===== src/rtl/img_proc_pkg.sv =====
// Shared constants and helpers for the image-processing pipeline.
// Holds the BT.601 full-range coefficients, the chroma offset, the rounding
// constant and the common pipeline latency used by the colour converter and
// by later stages that reuse sync_delay.
package img_proc_pkg;

  // Pipeline latency, in clk cycles, from sampled input to registered output.
  localparam int unsigned PIPE_LAT = 3;

  // Luma coefficients (x256).
  localparam logic [7:0] C_Y_R  = 8'd77;
  localparam logic [7:0] C_Y_G  = 8'd150;
  localparam logic [7:0] C_Y_B  = 8'd29;
  // Cb coefficients (x256); R and G terms are subtracted.
  localparam logic [7:0] C_CB_R = 8'd43;
  localparam logic [7:0] C_CB_G = 8'd85;
  localparam logic [7:0] C_CB_B = 8'd128;
  // Cr coefficients (x256); G and B terms are subtracted.
  localparam logic [7:0] C_CR_R = 8'd128;
  localparam logic [7:0] C_CR_G = 8'd107;
  localparam logic [7:0] C_CR_B = 8'd21;

  // Signed accumulator wide enough for every sum plus rounding.
  typedef logic signed [18:0] sum_t;

  localparam sum_t C_OFFSET = 19'sd32768;
  localparam sum_t C_ROUND  = 19'sd128;

  // Frame/line/pixel qualifiers travelling alongside the data.
  typedef struct packed {
    logic vsync;
    logic href;
    logic clken;
  } sync_t;

  // Constant-coefficient 8x8 unsigned product.
  function automatic logic [15:0] mul8(input logic [7:0] a, input logic [7:0] b);
    return 16'(a) * 16'(b);
  endfunction

  // Zero-extend a product into the signed accumulator domain.
  function automatic sum_t ext16(input logic [15:0] p);
    return sum_t'({3'b000, p});
  endfunction

  // Clamp a signed value to [0,255] with no wrap-around.
  function automatic logic [7:0] sat_u8(input sum_t v);
    logic [7:0] r;
    if (v[18])
      r = '0;
    else if (|v[17:8])
      r = '1;
    else
      r = v[7:0];
    return r;
  endfunction

endpackage


===== src/rtl/sync_delay.sv =====
// Fixed-depth shift register for frame/line/pixel qualifiers.
// Keeps sync signals cycle-aligned with a data pipeline of the same depth.
// Ports:
//   clk    - rising-edge clock
//   rst_n  - asynchronous active-low reset, clears every stage
//   din_i  - WIDTH-bit sync bundle sampled every clk
//   dout_o - din_i delayed by exactly DEPTH clk
module sync_delay #(
  parameter int unsigned DEPTH = 3,
  parameter int unsigned WIDTH = 3
) (
  input  logic             clk,
  input  logic             rst_n,
  input  logic [WIDTH-1:0] din_i,
  output logic [WIDTH-1:0] dout_o
);

  logic [WIDTH-1:0] pipe_q [DEPTH];

  always_ff @(posedge clk or negedge rst_n) begin
    if (!rst_n) begin
      for (int unsigned i = 0; i < DEPTH; i++)
        pipe_q[i] <= '0;
    end else begin
      pipe_q[0] <= din_i;
      for (int unsigned i = 1; i < DEPTH; i++)
        pipe_q[i] <= pipe_q[i-1];
    end
  end

  assign dout_o = pipe_q[DEPTH-1];

endmodule


===== src/rtl/rgb888_to_ycbcr.sv =====
// RGB888 to YCbCr (BT.601 full range) converter, 3-stage free-running pipeline.
//   stage 1: nine constant products
//   stage 2: signed Y/Cb/Cr sums (chroma offset 32768 added)
//   stage 3: optional rounding, >>8, clamp to [0,255]
// The pipeline never stalls; pos_img_* is meaningful only while
// pos_frame_href & pos_frame_clken are high.
// Ports:
//   clk, rst_n                          - clock, async active-low reset
//   per_frame_vsync/href/clken          - input syncs
//   per_img_red/green/blue              - RGB888 pixel
//   pos_frame_vsync/href/clken          - syncs delayed by PIPE_LAT
//   pos_img_y/cb/cr                     - YCbCr pixel
module rgb888_to_ycbcr
  import img_proc_pkg::*;
#(
  parameter bit ROUND_EN = 1'b1
) (
  input  logic       clk,
  input  logic       rst_n,
  input  logic       per_frame_vsync,
  input  logic       per_frame_href,
  input  logic       per_frame_clken,
  input  logic [7:0] per_img_red,
  input  logic [7:0] per_img_green,
  input  logic [7:0] per_img_blue,
  output logic       pos_frame_vsync,
  output logic       pos_frame_href,
  output logic       pos_frame_clken,
  output logic [7:0] pos_img_y,
  output logic [7:0] pos_img_cb,
  output logic [7:0] pos_img_cr
);

  // Stage 1: products, index order Y(R,G,B), Cb(R,G,B), Cr(R,G,B).
  logic [15:0] prod_d [9];
  logic [15:0] prod_q [9];

  always_comb begin
    prod_d[0] = mul8(per_img_red,   C_Y_R);
    prod_d[1] = mul8(per_img_green, C_Y_G);
    prod_d[2] = mul8(per_img_blue,  C_Y_B);
    prod_d[3] = mul8(per_img_red,   C_CB_R);
    prod_d[4] = mul8(per_img_green, C_CB_G);
    prod_d[5] = mul8(per_img_blue,  C_CB_B);
    prod_d[6] = mul8(per_img_red,   C_CR_R);
    prod_d[7] = mul8(per_img_green, C_CR_G);
    prod_d[8] = mul8(per_img_blue,  C_CR_B);
  end

  always_ff @(posedge clk or negedge rst_n) begin
    if (!rst_n) begin
      for (int unsigned i = 0; i < 9; i++)
        prod_q[i] <= '0;
    end else begin
      for (int unsigned i = 0; i < 9; i++)
        prod_q[i] <= prod_d[i];
    end
  end

  // Stage 2: signed sums.
  sum_t y_d, cb_d, cr_d;
  sum_t y_q, cb_q, cr_q;

  always_comb begin
    y_d  = ext16(prod_q[0]) + ext16(prod_q[1]) + ext16(prod_q[2]);
    cb_d = ext16(prod_q[5]) - ext16(prod_q[3]) - ext16(prod_q[4]) + C_OFFSET;
    cr_d = ext16(prod_q[6]) - ext16(prod_q[7]) - ext16(prod_q[8]) + C_OFFSET;
  end

  always_ff @(posedge clk or negedge rst_n) begin
    if (!rst_n) begin
      y_q  <= '0;
      cb_q <= '0;
      cr_q <= '0;
    end else begin
      y_q  <= y_d;
      cb_q <= cb_d;
      cr_q <= cr_d;
    end
  end

  // Stage 3: round, arithmetic shift, saturate.
  sum_t       rnd;
  sum_t       y_r, cb_r, cr_r;
  logic [7:0] y_o_d, cb_o_d, cr_o_d;
  logic [7:0] y_o_q, cb_o_q, cr_o_q;

  always_comb begin
    rnd    = ROUND_EN ? C_ROUND : sum_t'(0);
    y_r    = y_q  + rnd;
    cb_r   = cb_q + rnd;
    cr_r   = cr_q + rnd;
    y_o_d  = sat_u8(y_r  >>> 8);
    cb_o_d = sat_u8(cb_r >>> 8);
    cr_o_d = sat_u8(cr_r >>> 8);
  end

  always_ff @(posedge clk or negedge rst_n) begin
    if (!rst_n) begin
      y_o_q  <= '0;
      cb_o_q <= '0;
      cr_o_q <= '0;
    end else begin
      y_o_q  <= y_o_d;
      cb_o_q <= cb_o_d;
      cr_o_q <= cr_o_d;
    end
  end

  assign pos_img_y  = y_o_q;
  assign pos_img_cb = cb_o_q;
  assign pos_img_cr = cr_o_q;

  // Syncs run in their own shift register, same depth as the data path.
  sync_t sync_in, sync_out;

  assign sync_in = '{vsync: per_frame_vsync, href: per_frame_href, clken: per_frame_clken};

  sync_delay #(
    .DEPTH(PIPE_LAT),
    .WIDTH($bits(sync_t))
  ) u_sync_delay (
    .clk   (clk),
    .rst_n (rst_n),
    .din_i (sync_in),
    .dout_o(sync_out)
  );

  assign pos_frame_vsync = sync_out.vsync;
  assign pos_frame_href  = sync_out.href;
  assign pos_frame_clken = sync_out.clken;

endmodule


===== config.mk =====
export PLATFORM = sky130hd
export DESIGN_NAME = rgb888_to_ycbcr
export DESIGN_NICKNAME = d
export VERILOG_FILES = /design/src/rtl/img_proc_pkg.sv /design/src/rtl/sync_delay.sv /design/src/rtl/rgb888_to_ycbcr.sv
export SDC_FILE = /design/constraint.sdc
export NUM_CORES = 1
export LEC_CHECK = 0
export CAP_MARGIN = 20
export CORE_MARGIN = 2
export CORE_UTILIZATION = 65
export CTS_CLUSTER_SIZE = 10
export DETAILED_ROUTE_END_ITERATION = 8
export DONT_BUFFER_PORTS = 1
export GPL_TIMING_DRIVEN = 0
export PLACE_DENSITY = 0.83
export SYNTH_ARGS = -nofsm -noshare
export SYNTH_HDL_FRONTEND = slang
export SYNTH_SLANG_ARGS = --single-unit

===== constraint.sdc =====
create_clock -name clk -period 9.1 [get_ports clk]
set_input_delay 1.365 -clock clk [delete_from_list [all_inputs] [get_ports clk]]
set_output_delay 1.365 -clock clk [all_outputs]
set_load 0.005 [all_outputs]

==> results of run 1 <==
-- sequential cells by signal, summed over array words and instances (netlist names) --
| signal | cells |
|---|---|
| prod_q | 102 |
| cb_q | 11 |
| cr_q | 11 |
| y_q | 10 |
| pos_img_cb | 8 |
| pos_img_cr | 8 |
| pos_img_y | 8 |
| u_sync_delay.pipe_q | 6 |
| u_sync_delay.dout_o | 3 |
-- power by group through the flow --
stage | sequential, W | clock (W) | combinational, W
6_report | 0.00127 | 0.000767 | 0.00319
5_1_grt | 0.00131 | 0.000806 | 0.00360
4_1_cts | 0.00128 | 0.000779 | 0.00318
3_5_place_dp | 0.00128 | 0 | 0.00311
3_3_place_gp | 0.00127 | 0 | 0.00299
2_1_floorplan | 0.00122 | 0 | 0.00252
-- cell type report --
| type | instances | area (um2) |
|---|---|---|
| plain buffers | 1 | 3.75 |
| clock buffers | 18 | 429 |
| fillers | 1448 | 6120 |
| multi-input cells | 954 | 8920 |
| clock inverters | 13 | 195 |
| well taps | 275 | 344 |
| inverters | 221 | 830 |
| flip-flops and latches | 167 | 4180 |
-- cell usage after synthesis (3+ instances only) --
| library cell | count |
|---|---|
| o21a_1 | 15 |
| nor3_1 | 30 |
| nor2b_1 | 13 |
| o21ai_1 | 3 |
| xnor2_1 | 74 |
| o31ai_1 | 5 |
| xor2_1 | 45 |
| dfrtp_1 | 167 |
| a31oi_1 | 5 |
| o21bai_1 | 10 |
| a21o_1 | 25 |
| or4_1 | 4 |
| nand2b_1 | 10 |
| and2_1 | 4 |
| a2111oi_0 | 6 |
| nor4_1 | 7 |
| nand4_1 | 13 |
| nor3b_1 | 3 |
| a211o_1 | 3 |
| a21oi_1 | 72 |
| nor2_1 | 56 |
| nand2_1 | 46 |
| fa_1 | 69 |
| a31o_2 | 5 |
| a211oi_1 | 4 |
| or3_1 | 5 |
| inv_1 | 221 |
| o211ai_1 | 6 |
| o2111ai_1 | 5 |
| nand3_1 | 24 |
| ha_1 | 297 |
| o21ai_0 | 35 |
| or2_2 | 5 |
| a21boi_0 | 5 |
| and3_1 | 8 |
-- cell families after synthesis --
logic type | after synthesis | share of synthesized area (%)
fa+ha+maj | 366 | 36.6
simple gates | 239 | 8.91
compound gates | 229 | 11.0
buf+inv | 222 | 5.98
flops | 167 | 30.0
xor+xnor | 119 | 7.48
mux | 1 | 0.0808
-- stage by stage --
stage | hold slack, ns | setup slack (ns)
6_report | 0.347 | 4.57
5_1_grt | 0.356 | 4.49
4_1_cts | 0.350 | 4.64
3_5_place_dp | 0.335 | 4.27
3_3_place_gp | 0.334 | 4.35
2_1_floorplan | 0.331 | 4.55
-- metal layers --
metal | share of wire (%) | wire [um] | global-route usage, %
met1 | 43 | 11600 | 31.2
met2 | 50 | 13800 | 44.6
met3 | 3.2 | 886 | 4.18
met4 | 3.6 | 990 | 11.0
met5 | 0.037 | 10 | 0
-- worst max-delay path by stage --
stage / start / endpoint / cells after the start / slack, ns
after CTS: per_img_green[1] / prod_q[78] / 14 / 4.64
after global placement: per_img_green[1] / prod_q[78] / 14 / 4.35
final: per_img_green[1] / prod_q[78] / 14 / 4.57
after global routing: per_img_green[1] / prod_q[78] / 14 / 4.49
after detailed placement: per_img_green[1] / prod_q[78] / 14 / 4.27
after floorplan: per_img_green[1] / prod_q[77] / 14 / 4.55
==> impl_metrics.py, run 1 <==
metrics = {
    "timing": {
        "tns_ns": 0,
        "setup_viol": 0,
        "rsz0062_at_grt": "false",
        "worst_slew_pin_slew_ns": 0.879,
        "hold_violations": 0,
        "fin_skew_ns": 0.00783,
        "slew_headroom_pct": 40.9,
        "min_period_over_period_pct": 49.8,
        "max_freq_mhz": 221,
        "slew_viol_final": 0,
        "period_needed_ns": 4.53,
    },
    "clocking": {
        "cts_sinks": 167,
        "cts_tree": "done",
        "clk_latency_ns": 0.43,
        "cts_made_buffers": 17,
        "cts_hold_buf": 0,
        "cts_resized": 0,
        "root_buffer": "clkbuf_16",
        "htreeDepth": 4,
        "path_clk_slew_ns": 0.06,
        "cts_setup_buffers": 0,
        "clockBufferDepth": 2,
    },
    "logic_synthesis": {
        "ys_ff_latch": 167,
        "yosysTopAreaCell": "dfrtp_1",
        "synth_edf_count": 0,
        "async_flop_share_pct": 100,
        "synth_area_leaders": "dfrtp_1 30%, ha_1 27%, fa_1 9.9%",
        "ys_types": 64,
        "ys_warn_count": 0,
        "seq_area_frac_synth_pct": 30.0,
        "syn_area_mm2": 0.0139,
        "synth_nets": 1738,
        "avgSynthCellArea_um2": 10.4,
        "yosysTopAreaCellShare_pct": 30.0,
        "synth_cells": 1343,
        "synthFlopType": "dfrtp_1",
    },
    "power": {
        "power_frac_comb_pct": 61.0,
        "totalPowerFinal_w": 0.00523,
        "switchingPower_w": 0.00224,
        "max-vdd-ir-drop_mv": 0.218,
        "p_int_w": 0.00299,
        "seqPwrFrac_pct": 24.3,
        "powerDensity_mw_per_mm2": 351,
        "leakagePower_nw": 7.71,
        "clkPwrFrac_pct": 14.7,
        "swShare_pct": 42.9,
    },
    "cells_and_area": {
        "final_cell_mix": "297 x ha_1, 221 x inv_1, 167 x dfrtp_1, 74 x xnor2_1, 72 x a21oi_1",
        "post-route-util_pct": 70.9,
        "drive_above_1_share_pct": 3.86,
        "diodes": 0,
        "syn2layout_area_growth_pct": 6.95,
        "nets": 1757,
        "fin_area_mm2": 0.0149,
        "final_common_cell": "ha_1",
        "fin_cells": 1649,
    },
    "critical_path": {
        "cp_slowest_stage_delay_ns": 0.63,
        "worst_path_max_delay_cell": "o41ai_1",
        "endpoint_kind": "flip-flop",
        "required_ns": 9.42,
        "cp-start-kind": "input pin",
        "crit_type": "input pin to flip-flop",
        "cp_common_cell": "inv_1",
        "crit_buf_inv": 4,
        "rr_endpoint": "cb_q[16]",
        "timing.rr.start": "prod_q[0]",
        "critPathMaxFanout": 5,
        "path_delay_family": "adder cells",
        "r2r_cells": 15,
        "arrival_ns": 4.86,
        "rrSetupSlack_ns": 5.12,
        "path_cells": "ha_1 -> inv_1 -> fa_1 -> inv_1 -> ha_1 -> inv_1 -> fa_1 -> inv_1 -> ha_1 -> o21ai_0 -> a21oi_1 -> o41ai_1 -> nand4b_1 -> o211ai_1",
    },
    "placement": {
        "placed_cell_area_mm2": 0.0143,
        "placed_cells": 1618,
        "gp_congestion": 0.952,
        "portBuffers": 0,
        "dp_hpwl_um": 21400,
    },
    "grt": {
        "grt_max_degree": 168,
        "antenna_found_initial": 1,
        "grt_usage_pct": 25.5,
        "grt_pass1_vias": 9744,
        "overflow": 0,
        "grt_pass1_wl_um": 45200,
    },
    "routing": {
        "dr.pass1.iters": 5,
        "vias": 9544,
        "postRouteAntennaNets": 0,
        "wire_per_inst_um": 16.5,
        "drt_iter0_markers": 439,
        "drt-total-wl_um": 27300,
        "avgViaCountPerCell": 5.79,
        "remaining_drc_errors": 0,
    },
    "floorplan": {
        "io_pins": 56,
        "design.core.area_mm2": 0.0210,
        "start_util_pct": 66.3,
        "die_w_um": 150,
        "die_y_um": 150,
        "placementRows": 53,
        "die_area_mm2": 0.0226,
    },
    "hold_path": {
        "hp-start": "u_sync_delay.pipe_q[3]",
        "worstHoldPathCells": 0,
        "hold_path_end": "u_sync_delay.dout_o[0]",
        "hold_path.class": "flip-flop to flip-flop",
    },
    "job": {
        "max-cap-violations": 0,
    },
    "outcome": {
        "run_status": "finished clean",
    },
}
Note: power is estimated with default switching activity, not from simulation.
==> inputs of run 2 (changes only) <==
- clock period: 9.1 -> 4.7 ns (I/O delays scaled with it)
==> impl_metrics.py, run 2 (synthesis results as in run 1) <==
metrics = {
    "grt": {
        "grt_max_degree": 168,
        "grt_pass1_vias": 9746,
        "antenna_found_initial": 1,
        "grt_usage_pct": 25.6,
        "grt_pass1_wl_um": 45300,
        "overflow": 0,
    },
    "clocking": {
        "cts_resized": 0,
        "path_clk_slew_ns": 0.06,
        "clk_latency_ns": 0.43,
        "cts_tree": "done",
        "cts_made_buffers": 17,
        "cts_sinks": 167,
        "root_buffer": "clkbuf_16",
        "clockBufferDepth": 2,
        "htreeDepth": 4,
    },
    "routing": {
        "drt-total-wl_um": 27300,
        "dr.pass1.iters": 5,
        "remaining_drc_errors": 0,
        "wire_per_inst_um": 16.5,
        "drt_iter0_markers": 455,
        "vias": 9531,
        "postRouteAntennaNets": 0,
        "avgViaCountPerCell": 5.78,
    },
    "power": {
        "powerDensity_mw_per_mm2": 680,
        "leakagePower_nw": 7.73,
        "max-vdd-ir-drop_mv": 0.422,
    },
    "timing": {
        "rsz0062_at_grt": "false",
        "tns_ns": 0,
        "min_period_over_period_pct": 84.7,
        "worst_slew_pin_slew_ns": 0.879,
        "setup_viol": 0,
        "slew_viol_final": 0,
        "fin_skew_ns": 0.00814,
        "slew_headroom_pct": 40.9,
        "period_needed_ns": 3.98,
        "hold_violations": 0,
        "max_freq_mhz": 251,
    },
    "critical_path": {
        "worst_path_max_delay_cell": "dfrtp_1",
        "crit_buf_inv": 0,
        "cp-start-kind": "flip-flop",
        "cp_common_cell": "ha_1",
        "critPathMaxFanout": 4,
        "crit_type": "flip-flop to flip-flop",
        "path_delay_family": "compound AO/OA/AOI/OAI gates",
        "path_cells": "ha_1 -> or3b_4 -> nor4b_4 -> o21a_1 -> nor2_1 -> xnor2_1 -> ha_1 -> ha_1 -> o21ai_0 -> nand2b_1 -> a31o_2 -> a41o_1 -> a211oi_1 -> o31ai_1 -> xor2_1",
        "arrival_ns": 4.28,
        "cp_slowest_stage_delay_ns": 0.46,
        "required_ns": 5.00,
        "endpoint_kind": "flip-flop",
    },
    "cells_and_area": {
        "drive_above_1_share_pct": 3.93,
        "top_regs": "prod_q (102), cb_q (11), cr_q (11)",
        "syn2layout_area_growth_pct": 7.15,
        "diodes": 0,
        "largest_reg_flops": 102,
        "post-route-util_pct": 71.0,
        "regMostFlops": "prod_q",
        "final_common_cell": "ha_1",
        "final_cell_mix": "297 x ha_1, 221 x inv_1, 167 x dfrtp_1, 74 x xnor2_1, 72 x a21oi_1",
        "nets": 1758,
    },
    "outcome": {
        "run_status": "finished clean",
    },
    "floorplan": {
        "io_pins": 56,
        "design.core.area_mm2": 0.0210,
        "placementRows": 53,
        "die_area_mm2": 0.0226,
        "start_util_pct": 66.3,
        "die_y_um": 150,
        "die_w_um": 150,
    },
    "placement": {
        "dp_hpwl_um": 21400,
        "portBuffers": 0,
        "gp_congestion": 0.952,
    },
    "job": {
        "max-cap-violations": 0,
    },
    "hold_path": {
        "hold_path.class": "input pin to async pin",
    },
}
[run 2: changes by cell type in the layout (fill, tap and decap cells not counted)]
| cell | before | now |
|---|---|---|
| buf_16 | 0 | 1 |
[run 2: worst paths after layout]
check	from	slack, ns	end	cells past startpoint
max	prod_q[0]	0.72	cb_q[16]	15
min	rst_n	0.25	pos_img_cr[2]	1
max reg2reg	prod_q[0]	0.72	cb_q[16]	15
min reg2reg	u_sync_delay.pipe_q[3]	0.35	u_sync_delay.dout_o[0]	0
max in group asynchronous	rst_n	3.79	prod_q[125]	1
min in group clk	per_frame_clken	0.30	u_sync_delay.pipe_q[6]	0
[run 2: repair_timing]
item                      4_1_cts  5_1_grt
buffers inserted                0        0
hold endpoints to repair      167        0
hold buffers                    1        0
[run 2: area by class of cell]
type / count / area, um2
Buffer: 1 / 3.75
Clock buffer: 18 / 429
Sequential cell: 167 / 4180
Tap cell: 275 / 344
Fill cell: 1444 / 6090
Clock inverter: 13 / 195
Timing Repair Buffer: 1 / 27.5
Multi-Input combinational cell: 954 / 8920
Inverter: 221 / 830
[run 2: power breakdown]
part | leakage [nW] | switching, W | internal (W)
combinational | 5.48 | 0.00341 | 0.00280
sequential | 1.95 | 0.000368 | 0.00210
clock | 0.299 | 0.000588 | 0.000895
[run 2: metal layers]
| layer | up-vias | GRT usage (%) | part of all wire [%] |
|---|---|---|---|
| met5 | - | 0 | 0.037 |
| met3 | 63 | 4.18 | 3.2 |
| met1 | 4646 | 31.2 | 43 |
| met4 | 2 | 11.0 | 3.6 |
| li1 | 4654 | - | - |
| met2 | 166 | 44.6 | 50 |
[run 2: metrics by stage]
stage,total power (W),worst slack [ns],hold WS [ns],cell area [um2],std cells
final,0.0102,0.721,0.251,14900,1650
after detailed placement,0.00851,0.533,0.335,14300,1618
after floorplan,0.00726,0.809,0.331,13900,1343
after CTS,0.0102,0.753,0.287,14900,1650
after global routing,0.0111,0.612,0.281,14900,1650
after global placement,0.00824,0.612,0.334,14300,1618
